===== src/rtl/cam_pkg.sv =====
// Shared types and helpers for the camera capture path.
// RGB565 to RGB332 reduction and capture FSM states.
package cam_pkg;

    typedef enum logic [2:0] {
        IDLE,
        ARM,
        WAIT_SOF,
        CAPTURE,
        DONE
    } cap_state_t;

    localparam int H_ACTIVE_DEF = 160;
    localparam int V_ACTIVE_DEF = 120;
    localparam int FRAME_PIX    = H_ACTIVE_DEF * V_ACTIVE_DEF;

    // Keep the top bits of each colour channel.
    function automatic logic [7:0] rgb565_to_rgb332(input logic [15:0] px);
        return {3'(px[15:11] >> 2), 3'(px[10:5] >> 3), 2'(px[4:0] >> 3)};
    endfunction

endpackage


===== src/rtl/cam_sync.sv =====
// Camera bus synchronizer: 2-FF sync plus one history stage,
// with edge detectors on pclk, vsync and href.
module cam_sync (
    input  logic       clk,
    input  logic       rst,
    input  logic       cam_pclk,
    input  logic       cam_vsync,
    input  logic       cam_href,
    input  logic [7:0] cam_data,
    output logic       pclk_rise,
    output logic       vsync_rise,
    output logic       vsync_fall,
    output logic       href_s,
    output logic       href_fall,
    output logic [7:0] data_s
);

    logic [10:0] raw;
    logic [10:0] s1;
    logic [10:0] s2;
    logic [10:0] s3;

    assign raw = {cam_data, cam_href, cam_vsync, cam_pclk};

    always_ff @(posedge clk) begin
        if (rst) begin
            s1 <= '0;
            s2 <= '0;
            s3 <= '0;
        end else begin
            s1 <= raw;
            s2 <= s1;
            s3 <= s2;
        end
    end

    assign pclk_rise  = s2[0] & ~s3[0];
    assign vsync_rise = s2[1] & ~s3[1];
    assign vsync_fall = ~s2[1] & s3[1];
    assign href_s     = s2[2];
    assign href_fall  = ~s2[2] & s3[2];
    // Sampled just ahead of the pclk edge, where the camera holds data stable.
    assign data_s     = s3[10:3];

endmodule


===== src/rtl/cam_pixel_capture.sv =====
// Single-frame camera capture: RGB565 byte pairs to RGB332
// sequential frame-buffer writes, with busy/done/error status.
module cam_pixel_capture
    import cam_pkg::*;
#(
    parameter int H_ACTIVE = 160,
    parameter int V_ACTIVE = 120,
    parameter int ADDR_W   = 15
) (
    input  logic              clk,
    input  logic              rst,
    input  logic              start_i,
    input  logic              cam_pclk,
    input  logic              cam_vsync,
    input  logic              cam_href,
    input  logic [7:0]        cam_data,
    output logic              busy_o,
    output logic              done_o,
    output logic              err_o,
    output logic              wr_en_o,
    output logic [ADDR_W-1:0] wr_addr_o,
    output logic [7:0]        wr_data_o
);

    localparam int COL_W  = $clog2(H_ACTIVE + 1);
    localparam int LINE_W = $clog2(V_ACTIVE + 1);

    localparam logic [COL_W-1:0]  COL_END  = COL_W'(H_ACTIVE);
    localparam logic [LINE_W-1:0] LINE_END = LINE_W'(V_ACTIVE);
    // One extra bit so a frame filling the whole RAM still has a limit.
    localparam logic [ADDR_W:0]   FRAME_N  = (ADDR_W + 1)'(H_ACTIVE * V_ACTIVE);

    logic       pclk_rise;
    logic       vsync_rise;
    logic       vsync_fall;
    logic       href_s;
    logic       href_fall;
    logic [7:0] data_s;

    cap_state_t        state;
    logic [COL_W-1:0]  col;
    logic [LINE_W-1:0] line;
    logic [ADDR_W:0]   addr;
    logic              phase;
    logic [7:0]        hi;

    cam_sync u_sync (
        .clk        (clk),
        .rst        (rst),
        .cam_pclk   (cam_pclk),
        .cam_vsync  (cam_vsync),
        .cam_href   (cam_href),
        .cam_data   (cam_data),
        .pclk_rise  (pclk_rise),
        .vsync_rise (vsync_rise),
        .vsync_fall (vsync_fall),
        .href_s     (href_s),
        .href_fall  (href_fall),
        .data_s     (data_s)
    );

    always_ff @(posedge clk) begin
        if (rst) begin
            state     <= IDLE;
            col       <= '0;
            line      <= '0;
            addr      <= '0;
            phase     <= 1'b0;
            hi        <= '0;
            busy_o    <= 1'b0;
            done_o    <= 1'b0;
            err_o     <= 1'b0;
            wr_en_o   <= 1'b0;
            wr_addr_o <= '0;
            wr_data_o <= '0;
        end else begin
            wr_en_o <= 1'b0;
            done_o  <= 1'b0;
            unique case (state)
                IDLE: begin
                    if (start_i) begin
                        err_o  <= 1'b0;
                        busy_o <= 1'b1;
                        state  <= ARM;
                    end
                end
                ARM: begin
                    if (vsync_rise) state <= WAIT_SOF;
                end
                WAIT_SOF: begin
                    if (vsync_fall) begin
                        col   <= '0;
                        line  <= '0;
                        addr  <= '0;
                        phase <= 1'b0;
                        state <= CAPTURE;
                    end
                end
                CAPTURE: begin
                    if (vsync_rise) begin
                        if (line < LINE_END) err_o <= 1'b1;
                        done_o <= 1'b1;
                        busy_o <= 1'b0;
                        state  <= DONE;
                    end else if (href_fall) begin
                        if (col != COL_END || phase) err_o <= 1'b1;
                        if (line == LINE_END) err_o <= 1'b1;
                        else line <= line + 1'b1;
                        col   <= '0;
                        phase <= 1'b0;
                    end else if (pclk_rise && href_s) begin
                        if (!phase) begin
                            hi    <= data_s;
                            phase <= 1'b1;
                        end else begin
                            phase <= 1'b0;
                            if (addr < FRAME_N) begin
                                wr_en_o   <= 1'b1;
                                wr_addr_o <= addr[ADDR_W-1:0];
                                wr_data_o <= rgb565_to_rgb332({hi, data_s});
                                addr      <= addr + 1'b1;
                                if (col != COL_END) col <= col + 1'b1;
                            end else begin
                                err_o <= 1'b1;
                            end
                        end
                    end
                end
                DONE: begin
                    state <= IDLE;
                end
                default: begin
                    state <= IDLE;
                end
            endcase
        end
    end

endmodule


===== config.mk =====
export PLATFORM = sky130hd
export DESIGN_NAME = cam_pixel_capture
export DESIGN_NICKNAME = d
export VERILOG_FILES = /design/src/rtl/cam_pkg.sv /design/src/rtl/cam_sync.sv /design/src/rtl/cam_pixel_capture.sv
export SDC_FILE = /design/constraint.sdc
export NUM_CORES = 1
export LEC_CHECK = 0
export CORE_MARGIN = 5
export CORE_UTILIZATION = 40
export CTS_CLUSTER_DIAMETER = 40
export DETAILED_ROUTE_END_ITERATION = 7
export GPL_TIMING_DRIVEN = 0
export HOLD_SLACK_MARGIN = 0.08
export PLACE_DENSITY = 0.69
export REMOVE_ABC_BUFFERS = 1
export SKIP_LAST_GASP = 1
export SLEW_MARGIN = 10
export SYNTH_ARGS = -nofsm -noshare
export SYNTH_HDL_FRONTEND = slang
export SYNTH_HIERARCHICAL = 1
export SYNTH_SLANG_ARGS = --single-unit

===== constraint.sdc =====
create_clock -name clk -period 4.74 [get_ports clk]
set_input_delay 0.948 -clock clk [delete_from_list [all_inputs] [get_ports clk]]
set_output_delay 0.948 -clock clk [all_outputs]
set_load 0.02 [all_outputs]

==> impl_results.md, run 1 <==
- Global route overflow: 0
- Synthesized area per cell: 9.67 sq um
- Pwr Density: 298 nW/um^2
- Area Overhead vs Synth: 13.7%
- Port bufs: 40
- Pre-CTS WS: 1.93 ns
- Post-synthesis cell count: 426
- Final min period: 2.46 ns
- Post-CTS setup buffer count: 0
- First-pass GRT wire length: 12.5 mm
- Setup WS post-layout: 2.28 ns
- Initial antenna violation count: 0
- Setup tns final: 0 ns
- Async SR Flop Fraction: 0%
- Status: complete, no violations
- Most frequent cell after synthesis: dfxtp_1
- Yosys top cell area share: 49.1%
- Least-Margin Pin Slew: 0.976 ns
- Initial Util: 40.5%
- Critical path required time: 4.96 ns
- Hold Path Sink: u_sync/s3[5]
- Gr usage total: 11.9%
- Cts repair resizes: 0
- Synth Flop Type: dfxtp_1
- Row Count: 37
- Layout cell share with drive strength beyond 1: 5.29%
- CTS clk-pin slew, worst paths: 0.09 ns
- # IOs: 41
- Reg2Reg Depth: 6
- Post-layout net count: 468
- Clk pwr share: 34.6%
- Final setup viols: 0
- Worst R2R End: col[1]
- Seq pwr share: 62.0%
- Vias in the first global route: 2711
- CTS Hold Buffers Added: 0
- Yosys reg bits: 101
- 1st-iter DRT viols: 145
- Number of enable flip-flop cells after synthesis: 0
- Hold Path Cell Cnt: 1
- Vias per Instance: 5.11
- Worst vdd ir: 171 uV
- Htree depth: 3
- Placed Cells: 574
- Max clock buf depth: 2
- CP Launch Type: flop
- Placed inst area: 4520 sq um
- Int Power: 1.08 mW
- Netlist cell types: 56
- Synth top area cells: dfxtp_1 49%, mux2i_1 7.8%, nor2b_1 6.4%
- Clock Latency Late Sink: 0.37 ns
- Data arrival, critical path: 2.67 ns
- Drt wl/cell: 12.3 microns
- Comb pwr share: 3.5%
- RR Startpoint: u_sync/s2[1]
- Number of buffers created by CTS: 9
- Type of the worst min-delay path: flop to flop
- Sw Share: 23.0%
- F_max: 0.407 GHz
- Fill cell count: 1005
- Post-Layout Inst Area: 4690 sq um
- Yosys warns: 6
- Synth area leader: dfxtp_1
- Hold Fails Final Rpt: 0
- P_leak: 1.78 nW
- Max Slew Vio Count: 0
- Top post-synthesis cells by count: 101 x dfxtp_1, 57 x nor2_1, 42 x nor2b_1, 32 x mux2i_1, 23 x nand2_1
- Number of antenna-violating nets in the routed design: 0
- Via count: 3016
- Final Cycle Share: 51.9%
- Critical Path End Type: flop
- Final clock skew: 0.00956 ns
- Rel. slew slack: 34.4%
- Root buf cell: clkbuf_8
- Sequential share of the synthesized area: 49.1%
- Unrepaired setup endpoints after global routing: no
- WHS: 0.439 ns
- Die Span Y: 112 microns
- Post-Layout Cell Count: 590
- R2R Setup Slk: 2.28 ns
- Clock sinks: 101
- Final wirelength: 7.29 mm
- ANT cells: 0
- Detailed Place HPWL: 4.95 mm
- Psw: 0.322 mW
- HP Start: u_sync/s2[5]
- Max FO, Critical Path: 11
- Crit path kind: flop to flop
- Largest net degree at the start of global routing: 90
- Die area: 12400 sq um
- Remaining DRCs: 0
- CTS tree: done
- GP Congestion: 0.783
- Core Area: 10200 sq um
- Synthesized cell area: 4120 sq um
- MaxCap Viol Count: 0
- Router iterations before antenna repair: 4
- Die Width: 112 microns
[through the flow]
step,util (%),total power [mW]
finish,46.0,1.40
global route,46.0,1.45
detailed placement,44.4,0.935
CTS,46.0,1.42
global placement,44.4,0.935
floorplan,-,0.907
[cells in the final DEF (no fill, tap or decap), types with 3 or more instances in the layout]
cell and n:
nor4_1 4, xnor2_1 6, nand2_1 23, nor2b_1 42, and2_1 7, or4_1 3, o21ai_0 12, a21oi_1 13
mux2i_1 32, a31oi_1 4, ha_1 5, nand4_1 4, nand3b_1 5, o31ai_1 6, clkbuf_8 9, inv_1 7
dfxtp_1 101, nor2_1 57, and3_1 6, nor3_1 6, nand3_1 9, clkdlybuf4s50_1 39
[kinds of logic after synthesis]
group | count (synthesis) | share of synthesized area, %
XOR/XNOR | 8 | 1.70
flip-flops | 101 | 49.1
adder cells (fa/ha/maj) | 5 | 1.52
AO/OA/AOI/OAI | 61 | 11.1
AND/OR/NAND/NOR | 184 | 24.1
multiplexers | 32 | 7.77
buffers and inverters | 35 | 4.77
[metal layers]
layer / vias to the layer above / routed length [microns] / track usage [%]
met5: - / 0 / 0
met4: 0 / 126 / 4.38
met3: 14 / 345 / 3.37
met2: 72 / 3500 / 19.7
met1: 1404 / 3320 / 14.8
li1: 1526 / - / -
[layout make-up]
type	instances	area, sq um	area share [%]
clock inverter	5	35.0	0.748
timing repair buffer	40	398	8.49
inverter	7	26.3	0.561
multi-input combinational	290	1900	40.6
sequential	101	2020	43.2
tap	136	170	3.63
clock buffer	11	131	2.80
[power groups by stage]
stage          combinational, mW  sequential, mW  clock, mW
2_1_floorplan             0.0213           0.886          0
3_3_place_gp              0.0492           0.886          0
3_5_place_dp              0.0491           0.886          0
4_1_cts                   0.0491           0.866      0.502
5_1_grt                   0.0541           0.868      0.532
6_report                  0.0484           0.866      0.483
[critical path, cell delays in order, from the launching register on]
cell and delay, ns:
dfxtp_1 0.36, nor2b_1 0.77, nor2b_1 0.14, o21ai_1 0.50
a221o_1 0.34, or2_0 0.15, a21oi_1 0.06
[how the worst max path moves through the flow]
stage	from	endpoint	depth (start not counted)
global route	u_sync/s2[1]	line[2]	6
global placement	rst	addr[8]	6
finish	u_sync/s2[1]	col[1]	6
detailed placement	rst	addr[8]	6
CTS	u_sync/s2[1]	col[1]	6
floorplan	u_sync/s2[0]	addr[8]	6
[flip-flops by register name (all words and copies together) (netlist names)]
register / flops
done_o: 1
u_sync/s3: 11
wr_en_o: 1
state: 3
err_o: 1
addr: 16
hi: 6
busy_o: 1
u_sync/s2: 11
wr_data_o: 8
u_sync/s1: 11
col: 8
wr_addr_o: 15
line: 7
phase: 1
(Power assumes the default switching activity.)
==> inputs of run 2 (changes only) <==
==> constraint.sdc (replaced) <==
create_clock -name clk -period 2.45 [get_ports clk]
set_input_delay 0.49 -clock clk [delete_from_list [all_inputs] [get_ports clk]]
set_output_delay 0.49 -clock clk [all_outputs]
set_load 0.02 [all_outputs]
==> impl_results.md, run 2 (synthesis results as in run 1) <==
- Data arrival, critical path: 2.62 ns
- Seq pwr share: 62.0%
- F_max: 0.423 GHz
- Port bufs: 40
- Post-Layout Inst Area: 4710 sq um
- Unrepaired setup endpoints after global routing: yes
- GRT met3 Usage: 3.37%
- Final min period: 2.36 ns
- Vias in the first global route: 2726
- Max clock buf depth: 2
- Max Slew Vio Count: 0
- Die Span Y: 112 microns
- CTS Hold Buffers Added: 0
- Die area: 12400 sq um
- Most common cell after layout, fill and taps aside: dfxtp_1
- P_leak: 1.78 nW
- Layout cell share with drive strength beyond 1: 5.95%
- Hold Path Cell Cnt: 1
- Detailed Place HPWL: 4.95 mm
- Grt met2 use: 20.0%
- CTS clk-pin slew, worst paths: 0.10 ns
- Global route overflow: 0
- First-pass GRT wire length: 12.5 mm
- Clk pwr share: 34.5%
- Area Overhead vs Synth: 14.2%
- Worst R2R End: addr[8]
- Hold Fails Final Rpt: 0
- Grt peak-use layer: met2
- Worst vdd ir: 331 uV
- Gr usage total: 12.0%
- Router iterations before antenna repair: 4
- Vias per Instance: 5.10
- Post-layout net count: 468
- 1st-iter DRT viols: 132
- RR Startpoint: u_sync/s2[0]
- Total power draw: 2.70 mW
- Largest net degree at the start of global routing: 90
- Pwr Density: 575 nW/um^2
- Psw: 0.622 mW
- Via count: 3010
- R2R Setup Slk: 0.09 ns
- Root buf cell: clkbuf_8
- Initial antenna violation count: 0
- Comb pwr share: 3.5%
- Rel. slew slack: 41.8%
- Least-Margin Pin Slew: 0.874 ns
- Initial Util: 40.5%
- Placed inst area: 4520 sq um
- Int Power: 2.08 mW
- Remaining DRCs: 0
- Largest register FFs: 16
- Max FO, Critical Path: 14
- Type of the worst min-delay path: flop to flop
- Number of antenna-violating nets in the routed design: 0
- GP Congestion: 0.783
- Final wirelength: 7.28 mm
- Clock Latency Late Sink: 0.37 ns
- # IOs: 41
- Hold Path Sink: u_sync/s3[5]
- Row Count: 37
- Die Width: 112 microns
- Final setup viols: 0
- Reg2Reg Depth: 6
- Sw Share: 23.0%
- Number of buffers created by CTS: 9
- ANT cells: 0
- Post-layout util: 46.2%
- CTS tree: done
- Htree depth: 3
- Crit path kind: flop to flop
- Post-CTS setup buffer count: 0
- Status: complete, no violations
- Largest register by flop count: addr
- CP Launch Type: flop
- Final Cycle Share: 96.4%
- Placed Cells: 574
- Critical path required time: 2.71 ns
- Drt wl/cell: 12.3 microns
- Post-Layout Cell Count: 590
- Core Area: 10200 sq um
- Clock sinks: 101
- Critical Path End Type: flop
- Met1 Use GR: 14.9%
- MaxCap Viol Count: 0
- Most frequent cells in the layout: 101 x dfxtp_1, 57 x nor2_1, 41 x nor2b_1, 39 x clkdlybuf4s50_1, 32 x mux2i_1
- Largest regs: addr: 16 flops, wr_addr_o: 15 flops
- HP Start: u_sync/s2[5]
- Final clock skew: 0.00911 ns
run 2: how the worst max path moves through the flow:
stage,from,cells after the start,to
5_1_grt,u_sync/s2[0],6,addr[8]
4_1_cts,u_sync/s2[0],6,addr[8]
6_report,u_sync/s2[0],6,addr[8]
2_1_floorplan,u_sync/s2[0],6,addr[8]
3_3_place_gp,rst,6,addr[8]
3_5_place_dp,u_sync/s2[1],6,col[1]
run 2: metrics by stage:
step	hold slack [ns]	setup slack (ns)	setup TNS (ns)
floorplan	0.414	0.333	0
global placement	0.420	-1.85	-105.15
detailed placement	0.421	-0.0178	-0.0298
CTS	0.443	0.0301	0
global route	0.455	-0.0723	-0.0723
finish	0.441	0.0878	0
run 2: critical path: stages (launching register included):
cell and delay, ns:
dfxtp_1 0.33, nor2b_1 0.25, nand4b_1 0.23, a2111oi_4 0.47, o21ai_2 0.28, o311a_1 0.35, or3_1 0.34
run 2: what timing repair did:
action	in CTS	in global routing
setup endpoints to repair	7	34
pin swaps	0	1
gates resized for setup	2	2
run 2: layout make-up:
type / count / area, sq um
Sequential cell: 101 / 2020
Multi-Input combinational cell: 290 / 1920
Clock inverter: 5 / 35.0
Inverter: 7 / 26.3
Fill cell: 1003 / 5480
Tap cell: 136 / 170
Timing Repair Buffer: 40 / 398
Clock buffer: 11 / 131
run 2: power by group through the flow:
stage	Sequential [mW]	Clock, mW	Combinational, mW
floorplan	1.71	0	0.0412
global placement	1.71	0	0.0952
detailed placement	1.71	0	0.0949
CTS	1.68	0.971	0.0955
global route	1.68	1.03	0.106
finish	1.68	0.933	0.0951
run 2: metal layers:
metal | up-vias | share of wire, %
met3 | 14 | 4.6
li1 | 1528 | -
met4 | 0 | 1.7
met1 | 1409 | 45
met5 | - | 0
met2 | 59 | 48
